File: src/rtl/if_fetch_unit_pkg.sv
// Shared widths, constants and FSM encoding for the instruction-fetch stage.
package if_fetch_unit_pkg;

    localparam int INST_ADDR_W = 32;
    localparam int INST_W      = 32;
    localparam int unsigned PC_STEP = 4;

    localparam logic [INST_W-1:0] ZERO_WORD = '0;

    typedef enum logic {
        FETCH_ST = 1'b0,
        HOLD_ST  = 1'b1
    } fetch_state_e;

endpackage

File: src/rtl/if_hold_buf.sv
// One-entry skid register that parks a fetched PC/instruction pair while decode is stalled.
module if_hold_buf #(
    parameter int ADDR_W = 32,
    parameter int DATA_W = 32
) (
    input  logic              clk,
    input  logic              rst,
    input  logic              load,
    input  logic              drain,
    input  logic [ADDR_W-1:0] load_pc,
    input  logic [DATA_W-1:0] load_inst,
    output logic [ADDR_W-1:0] buf_pc,
    output logic [DATA_W-1:0] buf_inst,
    output logic              buf_valid
);

    logic [ADDR_W-1:0] pc_reg;
    logic [DATA_W-1:0] inst_reg;
    logic              valid_reg;

    // A load takes priority so a drain and refill in the same cycle keeps the new entry.
    always_ff @(posedge clk) begin
        if (rst) begin
            pc_reg    <= '0;
            inst_reg  <= '0;
            valid_reg <= 1'b0;
        end else if (load) begin
            pc_reg    <= load_pc;
            inst_reg  <= load_inst;
            valid_reg <= 1'b1;
        end else if (drain) begin
            valid_reg <= 1'b0;
        end
    end

    assign buf_pc    = pc_reg;
    assign buf_inst  = inst_reg;
    assign buf_valid = valid_reg;

endmodule

File: src/rtl/if_fetch_unit.sv
// Instruction fetch with merged IF/ID register, stall parking and delay-slot-aware redirects.
module if_fetch_unit
    import if_fetch_unit_pkg::*;
#(
    parameter int                ADDR_W   = INST_ADDR_W,
    parameter logic [ADDR_W-1:0] RESET_PC = '0
) (
    input  logic              clk,
    input  logic              rst,
    input  logic              stall_i,
    input  logic              branch_flag_i,
    input  logic [ADDR_W-1:0] branch_target_address_i,
    output logic              inst_req_o,
    output logic [ADDR_W-1:0] inst_addr_o,
    input  logic              inst_ack_i,
    input  logic [INST_W-1:0] inst_data_i,
    output logic [ADDR_W-1:0] pc_o,
    output logic [INST_W-1:0] inst_o,
    output logic              inst_valid_o
);

    fetch_state_e      state_reg, state_next;
    logic [ADDR_W-1:0] pc_reg, pc_next;
    logic [ADDR_W-1:0] id_pc_reg, id_pc_next;
    logic [INST_W-1:0] id_inst_reg, id_inst_next;
    logic              id_valid_reg, id_valid_next;
    logic              pend_reg, pend_next;
    logic [ADDR_W-1:0] pend_target_reg, pend_target_next;

    logic              hb_load, hb_drain, hb_valid;
    logic [ADDR_W-1:0] hb_pc;
    logic [INST_W-1:0] hb_inst;

    logic              live_br;
    logic              advance;
    logic [ADDR_W-1:0] redirect_pc;

    if_hold_buf #(
        .ADDR_W (ADDR_W),
        .DATA_W (INST_W)
    ) u_hold_buf (
        .clk       (clk),
        .rst       (rst),
        .load      (hb_load),
        .drain     (hb_drain),
        .load_pc   (pc_reg),
        .load_inst (inst_data_i),
        .buf_pc    (hb_pc),
        .buf_inst  (hb_inst),
        .buf_valid (hb_valid)
    );

    // Decode only flags the branch sitting in IF/ID, so a bubble there can never redirect.
    assign live_br = id_valid_reg & branch_flag_i;

    always_comb begin
        if (live_br)
            redirect_pc = branch_target_address_i;
        else if (pend_reg)
            redirect_pc = pend_target_reg;
        else
            redirect_pc = pc_reg + ADDR_W'(PC_STEP);
    end

    always_comb begin
        state_next       = state_reg;
        pc_next          = pc_reg;
        id_pc_next       = id_pc_reg;
        id_inst_next     = id_inst_reg;
        id_valid_next    = id_valid_reg;
        pend_next        = pend_reg;
        pend_target_next = pend_target_reg;
        hb_load          = 1'b0;
        hb_drain         = 1'b0;
        inst_req_o       = 1'b0;
        advance          = 1'b0;

        case (state_reg)
            FETCH_ST: begin
                inst_req_o = !rst;
                if (inst_ack_i) begin
                    if (!stall_i) begin
                        advance       = 1'b1;
                        id_pc_next    = pc_reg;
                        id_inst_next  = inst_data_i;
                        id_valid_next = 1'b1;
                    end else begin
                        hb_load    = 1'b1;
                        state_next = HOLD_ST;
                    end
                end else if (!stall_i) begin
                    id_pc_next    = '0;
                    id_inst_next  = ZERO_WORD;
                    id_valid_next = 1'b0;
                    // The branch leaves IF/ID before its delay slot arrives; remember where to go.
                    if (live_br) begin
                        pend_next        = 1'b1;
                        pend_target_next = branch_target_address_i;
                    end
                end
            end
            HOLD_ST: begin
                if (!stall_i) begin
                    advance       = 1'b1;
                    hb_drain      = 1'b1;
                    id_pc_next    = hb_pc;
                    id_inst_next  = hb_inst;
                    id_valid_next = hb_valid;
                    state_next    = FETCH_ST;
                end
            end
            default: state_next = FETCH_ST;
        endcase

        if (advance) begin
            pc_next = redirect_pc;
            if (live_br || pend_reg)
                pend_next = 1'b0;
        end
    end

    always_ff @(posedge clk) begin
        if (rst) begin
            state_reg       <= FETCH_ST;
            pc_reg          <= RESET_PC;
            id_pc_reg       <= '0;
            id_inst_reg     <= ZERO_WORD;
            id_valid_reg    <= 1'b0;
            pend_reg        <= 1'b0;
            pend_target_reg <= '0;
        end else begin
            state_reg       <= state_next;
            pc_reg          <= pc_next;
            id_pc_reg       <= id_pc_next;
            id_inst_reg     <= id_inst_next;
            id_valid_reg    <= id_valid_next;
            pend_reg        <= pend_next;
            pend_target_reg <= pend_target_next;
        end
    end

    assign inst_addr_o  = {pc_reg[ADDR_W-1:2], 2'b00};
    assign pc_o         = id_pc_reg;
    assign inst_o       = id_inst_reg;
    assign inst_valid_o = id_valid_reg;

endmodule

File: config.mk
export PLATFORM = sky130hd
export DESIGN_NAME = if_fetch_unit
export DESIGN_NICKNAME = d
export VERILOG_FILES = /design/src/rtl/if_fetch_unit_pkg.sv /design/src/rtl/if_hold_buf.sv /design/src/rtl/if_fetch_unit.sv
export SDC_FILE = /design/constraint.sdc
export NUM_CORES = 1
export LEC_CHECK = 0
export BUFFER_PORTS_ARGS = -buffer_cell sky130_fd_sc_hd__buf_2
export CORE_MARGIN = 2
export CORE_UTILIZATION = 35
export CTS_BUF_LIST = sky130_fd_sc_hd__clkbuf_16
export DETAILED_ROUTE_END_ITERATION = 10
export PLACE_DENSITY = 0.54
export SYNTH_ARGS = -nofsm -noshare
export SYNTH_HDL_FRONTEND = slang
export SYNTH_SLANG_ARGS = --single-unit
File: constraint.sdc
create_clock -name clk -period 2.5 [get_ports clk]
set_clock_uncertainty 0.05 [all_clocks]
set_input_delay 0.375 -clock clk [delete_from_list [all_inputs] [get_ports clk]]
set_output_delay 0.375 -clock clk [all_outputs]
set_load 0.02 [all_outputs]
# Yosys cells after proc, flatten, opt, wreduce, memory -nomap -nowiden
# Index checks and enable logic that the tools add are counted.
[totals]
register_bits = 196
latch_bits = 0
ramBits = 0
rom_bits = 0
input_bits = 69
elab_cells = 55
n_memories = 0
[classes]
n_addsub = 1
mul = 0
n_div = 0
order_cmp = 0
eq_ne = 2
shift = 0
mux = 33
bitwise_logic = 4
reduce_logical = 5
[ops]
columns = ["cell", "count"]
rows = [
  ["2-to-1 mux 32 bit", 9],
  ["case mux 32 bit (2 select lines)", 2],
  ["adder 32 x 3 -> 32 bit, second input constant", 1],
  ["2-to-1 mux 1 bit", 19],
  ["case mux 1 bit (2 select lines)", 3],
  ["!= test 2 bit, second input constant", 2],
  ["AND reduction 4 bit", 1],
  ["NOT 1 bit", 3],
  ["AND reduction 2 bit", 1],
  ["nonzero test 2 bit", 1],
  ["bitwise AND 1 bit", 1],
  ["zero test 1 bit", 1],
  ["logical OR 1 bit", 1],
]

# Depth between registers and ports, before layout
# Gate-level depths: netlist of run 1.
[depth]
ltp_word = 7
ltp_mapped = 8
depth_no_buf = 6

# Hierarchy
# Synthesis of run 1 repeated with hierarchy kept, for this count alone.
[unflattened]
cells_unflattened = 1129
hier_area_um2 = 9187.6
[by_module_without_submodules]
columns = ["module", "instances", "cells_each", "area_per_inst_um2", "seq_area_each_um2"]
rows = [
  ["if_fetch_unit", 1, 919, 6842.8, 2622.5],
  ["if_hold_buf", 1, 210, 2344.7, 1301.2],
]

# Worst setup path before layout of run 1
# Ideal clock, no wire load.
[synth_path]
kind = "reg-to-reg"
startpoint = "register pc_reg[18]"
endpoint = "register pc_reg[31]"
arrival_time_ns = 1.719
required_ns = 2.335
slack_ns = 0.617
stages_incl_launch_ff = 7
period_less_slack_ns = 1.883
path_cell_list = "dfxtp_1 > clkbuf_1 > nand4_1 > nor4_1 > nand4_1 > mux2i_1 > a2111oi_0"
[synth_between]
elab_chain_len = 3
[synth_lines]
columns = ["element", "line_no", "text"]
rows = [
  ["start: declaration", "if_fetch_unit.sv:23", "logic [ADDR_W-1:0] pc_reg, pc_next;"],
  ["start signal: assignment", "if_fetch_unit.sv:133", "pc_reg <= pc_next;"],
  ["adder 32 x 3 -> 32 bit", "if_fetch_unit.sv:62", "redirect_pc = pc_reg + ADDR_W'(PC_STEP);"],
  ["2-to-1 mux 32 bit", "if_fetch_unit.sv:59", "else if (pend_reg)"],
  ["2-to-1 mux 32 bit", "if_fetch_unit.sv:57", "if (live_br)"],
]
# No other way between the ends.
# A chain may end at the register's enable or synchronous reset.

# Worst setup path after layout of run 1
[layout_path]
startpoint = "register pc_reg[4]"
endpoint = "register pc_reg[20]"
# The elaborated chain is that of the path after synthesis.

==> metrics, run 1 <==
detailed-route vias per instance 5.306; worst vdd rail ir drop 0.4535 mV; WS Path Type flip-flop to flip-flop; number of max-slew violations in the final report 0; Synth async-reset ratio 0%; filler cell count 2,711; Post-Route Setup TNS 0 ns; slew at the pin with the worst max-slew slack 0.6754 ns; count of cells resized by post-cts repair 0; x dimension of the die 163.6 µm; Max Freq 0.4741 GHz; core footprint 25,110 µm²; dominant cell by count in the synthesized netlist sky130_fd_sc_hd__nand2_1; instance count of the mapped netlist 1,214; cell type with the largest total area after synthesis sky130_fd_sc_hd__dfxtp_1; min-delay worst type input port to flip-flop; Tcrit/Tclk final 84.38%; Finished Core Util 41.68%; TritonCTS clock tree done; final cell count without fillers 1,646; number of clock sinks seen by CTS 196; CTS Buf Count 17; number of storage elements in the synthesis netlist 196; global-route usage over all layers 20.79%; maximum buffer depth of the clock tree 2; overall via count from detail_route 8,734; count of flip-flops with a built-in enable after synthesis 0; Synth top area share 44.02%; unrepaired setup endpoints after global routing no; synthesized cell area 8914 µm²; largest net degree at the start of global routing 88; post-layout total power 6.642 mW; Register Area 3925 µm²; initial antenna violation count 0; worst slew margin relative to its limit 54.95%; leakage component of the power 3.920 nW; effective utilization at floorplan 35.50%; sequential-to-total area share from yosys stat 44.02%; row count 58; leading post-synthesis cells by instance count sky130_fd_sc_hd__nand2_1, sky130_fd_sc_hd__a21oi_1, sky130_fd_sc_hd__dfxtp_1; H-tree lvl count 4; final design instance area without fill 10,470 µm²; result of the run complete, no violations; number of synthesis warnings 0; area used by multi-input combinational logic 4323 µm²; critical path data required time 2.78 ns; final antenna diode count 0; global-route wire length before repair 44,060 µm; Arr. time, crit path 2.39 ns; fraction of layout instances using a drive strength above 1 19.53%; Die Y 163.6 µm; Die ar. 26,760 µm²; total half-perimeter wirelength after legalization and detailed placement 18,680 µm; final routed wire length divided by cell count 17.05 µm; DRC 0; Max FO, Critical Path 9; number of global-route vias before repair 8,051; remaining number of nets flagged by the antenna check after routing 0; Maximum Capacitance Violations 0; number of hold buffers added after CTS 0; CP Launch Type flip-flop; power density over cell area 634.7 nW/µm²; Area growth syn-to-layout 17.41%; leading cell types by total area after synthesis sky130_fd_sc_hd__dfxtp_1, sky130_fd_sc_hd__a21oi_1, sky130_fd_sc_hd__nand2_1; syn_area_per_cell 7.342 µm²; GP Congestion 0.8818; placement-stage cell area 9893 µm²; Final Hold Vio Count 0; Distinct cells, synth 56; post-CTS setup buffer count 0; buffer type at the clock tree root sky130_fd_sc_hd__clkbuf_16; count of pins on the block boundary 167; Post-Route WL 28,060 µm; count of nets after finishing 1,373; first drt pass iteration count 7; most instantiated flip-flop cell in the synthesis netlist sky130_fd_sc_hd__dfxtp_1; global route total overflow 0; clock transition time at the flip-flop clock pins of the worst setup and hold paths 0.08 ns; PortBufs 164; critical path endpoint category flip-flop; total of endpoints with negative setup slack in the final report 0; final worst path period need 2.109 ns; number of violations reported at the end of detailed-routing iteration 0 646; clock latency on the worst-skew pair 0.43 ns; total placed cells including tap cells 1,614
## path summary, 6_finish.rpt
path                                                  from             endpoint  slack [ns]  cells after the start
worst max register to register                   pc_reg[4]           pc_reg[20]        0.39                      5
worst max-delay path                             pc_reg[4]           pc_reg[20]        0.39                      5
worst min register to register         pend_target_reg[10]  pend_target_reg[10]        0.40                      2
worst min-delay path            branch_target_address_i[8]   pend_target_reg[8]        0.14                      3
## critical path: stages (launching register included)
cell and delay, ns:
sky130_fd_sc_hd__dfxtp_1 0.55, sky130_fd_sc_hd__nand3_2 0.32, sky130_fd_sc_hd__nor4_4 0.56, sky130_fd_sc_hd__and4_1 0.25, sky130_fd_sc_hd__nor3_1 0.04, sky130_fd_sc_hd__a311oi_1 0.25
## final cells by class
type | instances | area share [%]
Inverter | 10 | 0.3587
Clock buffer | 17 | 4.065
Multi-Input combinational cell | 872 | 41.31
Clock inverter | 15 | 1.399
Tap cell | 330 | 3.945
Sequential cell | 196 | 37.51
Timing Repair Buffer | 206 | 11.42
## through the flow
stage / worst slack, ns / hold WS [ns]
floorplan: 0.6165 / 0.3820
global placement: 0.4245 / 0.3885
detailed placement: 0.4338 / 0.3925
CTS: 0.4023 / 0.1169
global route: 0.09778 / 0.1235
finish: 0.3906 / 0.1359
## cell families after synthesis
group                    synth area share, %
XOR/XNOR                              0.3931
multiplexers                          0.3369
AO/OA/AOI/OAI                          21.80
buffers and inverters                  7.692
AND/OR/NAND/NOR                        25.58
flip-flops                             44.02
other                                0.04207
adder cells (fa/ha/maj)               0.1403
## layer usage
metal	up-vias	wire length, µm	GRT usage [%]
met1	4146	12760	27.91
li1	4309	-	-
met2	246	13020	33.41
met4	0	621	6.061
met5	-	0	0
met3	33	1659	4.723
## power by group
part           switching, mW  total (mW)  internal (mW)
clock network           1.33        2.73           1.40
registers             0.0614        3.25           3.19
logic                  0.443       0.653          0.211
## placed cells by master (no fill, tap or decap), types with 14 or more instances in the layout
master                      synthesis  routed
sky130_fd_sc_hd__nand3_1           77      76
sky130_fd_sc_hd__nand2_1          282     282
sky130_fd_sc_hd__or3_1             19      19
sky130_fd_sc_hd__dfxtp_1          196     195
sky130_fd_sc_hd__a211oi_1          16      16
sky130_fd_sc_hd__a21oi_1          251     251
sky130_fd_sc_hd__o21ai_0           24      24
sky130_fd_sc_hd__buf_4             33      39
sky130_fd_sc_hd__clkbuf_16          0      17
sky130_fd_sc_hd__buf_2              7     162
sky130_fd_sc_hd__nor2_1            93      92
sky130_fd_sc_hd__o211ai_1          14      14
No activity file was read; power rests on OpenSTA's default activity.
==> run 2: changes to the inputs <==
ABC_AREA = 1   (was default)
PLACE_DENSITY = 0.56   (was 0.54)
clock period = 1.9 ns   (was 2.5 ns; I/O delays follow)
==> metrics, run 2 <==
worst slew margin relative to its limit 64.61%; worst vdd rail ir drop 0.4986 mV; filler cell count 2,704; clock transition time at the flip-flop clock pins of the worst setup and hold paths 0.08 ns; overall via count from detail_route 8,500; maximum buffer depth of the clock tree 2; CTS Buf Count 17; Arr. time, crit path 1.97 ns; post-layout total power 8.628 mW; unrepaired setup endpoints after global routing no; GP Congestion 0.8507; DRC 0; total half-perimeter wirelength after legalization and detailed placement 18,360 µm; clock latency on the worst-skew pair 0.44 ns; critical path data required time 2.19 ns; sequential-to-total area share from yosys stat 44.09%; most common cell after layout, fill and taps aside sky130_fd_sc_hd__nand2_1; count of nets after finishing 1,468; Post-Route WL 27,130 µm; final worst path period need 1.677 ns; Synth async-reset ratio 0%; number of max-slew violations in the final report 0; cell type with the largest total area after synthesis sky130_fd_sc_hd__dfxtp_1; Die ar. 26,720 µm²; Max Freq 0.5963 GHz; min-delay worst type input port to flip-flop; instance count of the mapped netlist 1,285; fraction of layout instances using a drive strength above 1 18.78%; initial antenna violation count 0; count of flip-flops with a built-in enable after synthesis 0; TritonCTS clock tree done; remaining number of nets flagged by the antenna check after routing 0; number of clock sinks seen by CTS 196; number of global-route vias before repair 7,731; global route total overflow 0; commonest cells after routing, fill and taps aside sky130_fd_sc_hd__nand2_1, sky130_fd_sc_hd__dfxtp_1, sky130_fd_sc_hd__buf_2, sky130_fd_sc_hd__nand3_1, sky130_fd_sc_hd__a21oi_1; most instantiated flip-flop cell in the synthesis netlist sky130_fd_sc_hd__dfxtp_1; effective utilization at floorplan 35.54%; number of violations reported at the end of detailed-routing iteration 0 849; row count 58; Distinct cells, synth 30; global-route wire length before repair 42,810 µm; slew at the pin with the worst max-slew slack 0.5302 ns; H-tree lvl count 4; power density over cell area 818.3 nW/µm²; Tcrit/Tclk final 88.27%; number of synthesis warnings 0; leading post-synthesis cells by instance count sky130_fd_sc_hd__nand2_1, sky130_fd_sc_hd__dfxtp_1, sky130_fd_sc_hd__nand3_1; buffer type at the clock tree root sky130_fd_sc_hd__clkbuf_16; final routed wire length divided by cell count 15.58 µm; final antenna diode count 0; total of endpoints with negative setup slack in the final report 0; Area growth syn-to-layout 18.49%; leading cell types by total area after synthesis sky130_fd_sc_hd__dfxtp_1, sky130_fd_sc_hd__nand2_1, sky130_fd_sc_hd__nand3_1; syn_area_per_cell 6.925 µm²; Die Y 163.5 µm; WS Path Type flip-flop to flip-flop; leakage component of the power 4.475 nW; Synth top area share 44.09%; count of pins on the block boundary 167; first drt pass iteration count 5; CP Launch Type flip-flop; dominant cell by count in the synthesized netlist sky130_fd_sc_hd__nand2_1; PortBufs 164; largest net degree at the start of global routing 78; global-route usage over all layers 20.30%; Max FO, Critical Path 6; Maximum Capacitance Violations 0; detailed-route vias per instance 4.882; number of storage elements in the synthesis netlist 196; Post-Route Setup TNS 0 ns; synthesized cell area 8899 µm²; Final Hold Vio Count 0; core footprint 25,040 µm²; result of the run complete, no violations; x dimension of the die 163.5 µm; critical path endpoint category flip-flop
[run 2: stage by stage]
stage	util [%]	hold slack [ns]	worst slack (ns)	instance area (µm²)	instances
after detailed placement	39.93	0.4051	0.2298	9996	1709
final	42.11	0.04651	0.2229	10540	1741
after global placement	39.93	0.3998	0.1875	9996	1709
after global routing	42.11	0.04293	0.03283	10540	1741
after CTS	42.10	0.03184	0.2154	10540	1741
after floorplan	-	0.3699	0.3725	8902	1286
[run 2: worst paths after layout]
check	startpoint	end	slack, ns	cells past startpoint
hold reg to reg	u_hold_buf.buf_inst[28]	u_hold_buf.buf_inst[28]	0.42	2
hold / removal	branch_target_address_i[25]	pend_target_reg[25]	0.05	3
setup / recovery	pc_reg[2]	pc_reg[18]	0.22	10
setup reg to reg	pc_reg[2]	pc_reg[18]	0.22	10
[run 2: area by class of cell]
type / count / area (µm²) / area share (%)
well taps: 330 / 412.9 / 3.916
clock inverters: 15 / 120.1 / 1.139
multi-input cells: 900 / 4126 / 39.14
clock buffers: 17 / 425.4 / 4.035
repair buffers: 208 / 1254 / 11.89
flip-flops and latches: 196 / 3924 / 37.21
inverters: 75 / 281.5 / 2.670
[run 2: power by group]
| group | leakage, nW | switching, mW | internal [mW] |
|---|---|---|---|
| clock | 0.258 | 1.76 | 1.71 |
| combinational | 2.63 | 0.563 | 0.282 |
| sequential | 1.59 | 0.0826 | 4.23 |
[run 2: cells by family after synthesis]
group / Yosys count / synth area share, %
compound gates: 236 / 14.97
simple gates: 655 / 30.29
xor+xnor: 6 / 0.5907
buf+inv: 190 / 9.871
other cells: 1 / 0.04214
fa+ha+maj: 1 / 0.1406
flops: 196 / 44.09
[run 2: layer usage]
| metal | up-vias | global-route usage (%) | wire length [µm] |
|---|---|---|---|
| li1 | 4371 | - | - |
| met1 | 3841 | 29.84 | 13460 |
| met2 | 261 | 30.21 | 11590 |
| met3 | 27 | 3.225 | 1567 |
| met4 | 0 | 6.539 | 507 |
| met5 | - | 0 | 0 |
[run 2: worst max-delay path: stages, from the launching register on]
cell and delay (ns):
sky130_fd_sc_hd__dfxtp_1 0.33, sky130_fd_sc_hd__ha_1 0.22, sky130_fd_sc_hd__nand2_1 0.09, sky130_fd_sc_hd__nor2_2 0.21, sky130_fd_sc_hd__nand2_4 0.13, sky130_fd_sc_hd__nor2_4 0.18
sky130_fd_sc_hd__nand2_1 0.07, sky130_fd_sc_hd__nand3_1 0.11, sky130_fd_sc_hd__nand3_1 0.08, sky130_fd_sc_hd__nand2_1 0.08, sky130_fd_sc_hd__nand2_1 0.04
[run 2: timing repair]
action	CTS	global route
hold buffers	0	0
setup buffers	0	0
setup endpoints to repair	0	1
gates resized for setup	0	1
==> run 3: changes to the inputs <==
ABC_AREA = default   (was 1)
==> metrics, run 3 (synthesized netlist as in run 1, its figures left out) <==
critical path endpoint category flip-flop; Die Y 163.6 µm; remaining number of nets flagged by the antenna check after routing 0; worst setup margin 0.1240 ns; cell count of the worst reg-to-reg path 5; final routed wire length divided by cell count 16.45 µm; power density over cell area 806.8 nW/µm²; Final Hold Vio Count 0; TritonCTS clock tree done; number of clock sinks seen by CTS 196; count of pins on the block boundary 167; total placed cells including tap cells 1,650; Max FO, Critical Path 7; global-route usage over all layers 20.54%; largest net degree at the start of global routing 75; global-route wire length before repair 43,860 µm; Post-Route Setup TNS 0 ns; min-delay worst type input port to flip-flop; CTS Buf Count 17; number of max-slew violations in the final report 0; Maximum Capacitance Violations 0; clock transition time at the flip-flop clock pins of the worst setup and hold paths 0.08 ns; Arr. time, crit path 2.06 ns; PortBufs 164; x dimension of the die 163.6 µm; Post-Route WL 27,680 µm; detailed-route vias per instance 5.239; total of endpoints with negative setup slack in the final report 0; Max Freq 0.5631 GHz; fraction of layout instances using a drive strength above 1 22.41%; filler cell count 2,608; Register Area 3930 µm²; CP Launch Type flip-flop; first drt pass iteration count 6; maximum buffer depth of the clock tree 2; core footprint 25,110 µm²; area used by multi-input combinational logic 4350 µm²; hold_sp inst_data_i[16]; count of nets after finishing 1,409; number of violations reported at the end of detailed-routing iteration 0 815; final cell count without fillers 1,683; worst slew margin relative to its limit 49.00%; clock latency on the worst-skew pair 0.44 ns; number of global-route vias before repair 7,895; post-CTS setup buffer count 0; DRC 0; final worst path period need 1.776 ns; leakage component of the power 4.157 nW; WS Path Type flip-flop to flip-flop; H-tree lvl count 4; initial antenna violation count 1; critical path data required time 2.18 ns; effective utilization at floorplan 35.50%; Worst R2R End pc_reg[17]; beginning of the worst register-to-register path pc_reg[13]; tightest hold margin 0.03742 ns; end of the worst hold path u_hold_buf.buf_inst[16]; post-layout total power 8.734 mW; cell count of the worst hold path 3; Die ar. 26,760 µm²; most common cell after layout, fill and taps aside sky130_fd_sc_hd__nand2_1; buffer type at the clock tree root sky130_fd_sc_hd__clkbuf_16; overall via count from detail_route 8,818; commonest cells after routing, fill and taps aside sky130_fd_sc_hd__nand2_1, sky130_fd_sc_hd__a21oi_1, sky130_fd_sc_hd__dfxtp_1, sky130_fd_sc_hd__buf_2, sky130_fd_sc_hd__nor2_1; worst vdd rail ir drop 0.5381 mV; global route total overflow 0; slew at the pin with the worst max-slew slack 0.7651 ns; total half-perimeter wirelength after legalization and detailed placement 18,680 µm; result of the run complete, no violations; GP Congestion 0.8404; row count 58; R2R setup slack 0.12 ns; DP Worst Slack 0.06460 ns; Tcrit/Tclk final 93.47%; Area growth syn-to-layout 21.45%
==> run 3: cell types whose count changed in the layout (fill, tap and decap cells not counted), moves of 9 or more <==
cell                       before  now
sky130_fd_sc_hd__o211ai_1       2   14
sky130_fd_sc_hd__nand2_1      443  282
sky130_fd_sc_hd__nand3_1      117   76
sky130_fd_sc_hd__a31oi_1       66    5
sky130_fd_sc_hd__inv_1         70    9
sky130_fd_sc_hd__a311oi_1       0    9
sky130_fd_sc_hd__buf_4         37   70
sky130_fd_sc_hd__or3_1          0   19
sky130_fd_sc_hd__o21ai_0       43   24
sky130_fd_sc_hd__a21oi_1       98  251
sky130_fd_sc_hd__nor2_1        67   92
==> run 3: metal layers <==
metal,GRT usage [%],part of all wire (%)
met3,4.012,5.8
met2,32.32,46
met5,0,0
met1,28.36,47
met4,6.380,1.7
==> run 3: how the worst max path moves through the flow <==
stage,slack (ns),to,cells after the start,from
finish,0.12,pc_reg[17],5,pc_reg[13]
detailed placement,0.06,pc_reg[31],5,pc_reg[19]
global placement,0.09,pc_reg[31],6,pc_reg[6]
floorplan,0.02,pc_reg[31],6,pc_reg[18]
global route,-0.01,pc_reg[31],5,pc_reg[19]
CTS,0.05,pc_reg[31],5,pc_reg[19]
==> run 3: timing repair <==
action,4_1_cts,5_1_grt
endpoints found under the setup margin,0,8
gates resized for setup,0,12
hold buffers,0,0
endpoints found under the hold margin,0,0
==> run 3: metrics by stage <==
stage | instance area (µm²) | util (%)
finish | 10830 | 43.11
detailed placement | 10230 | 40.73
global route | 10830 | 43.11
floorplan | 8917 | -
global placement | 10230 | 40.73
CTS | 10790 | 42.97
==> run 3: worst max-delay path, cell delays in order, from the launching register on <==
cell and delay [ns]:
sky130_fd_sc_hd__dfxtp_1 0.39, sky130_fd_sc_hd__nand4_4 0.13, sky130_fd_sc_hd__or2_0 0.38, sky130_fd_sc_hd__or4_1 0.51, sky130_fd_sc_hd__a21oi_1 0.16, sky130_fd_sc_hd__nor3_1 0.06
==> run 3: final cells by class <==
class	instances	area share, %
tap	330	3.814
clock inverter	15	1.283
sequential	196	36.30
timing repair buffer	242	14.11
multi-input combinational	872	40.19
inverter	10	0.3467
antenna	1	0.02312
clock buffer	17	3.930
==> run 3: where the power goes <==
group / total [mW] / switching [mW] / internal [mW]
Combinational: 0.925 / 0.610 / 0.315
Clock: 3.55 / 1.81 / 1.74
Sequential: 4.26 / 0.0611 / 4.20
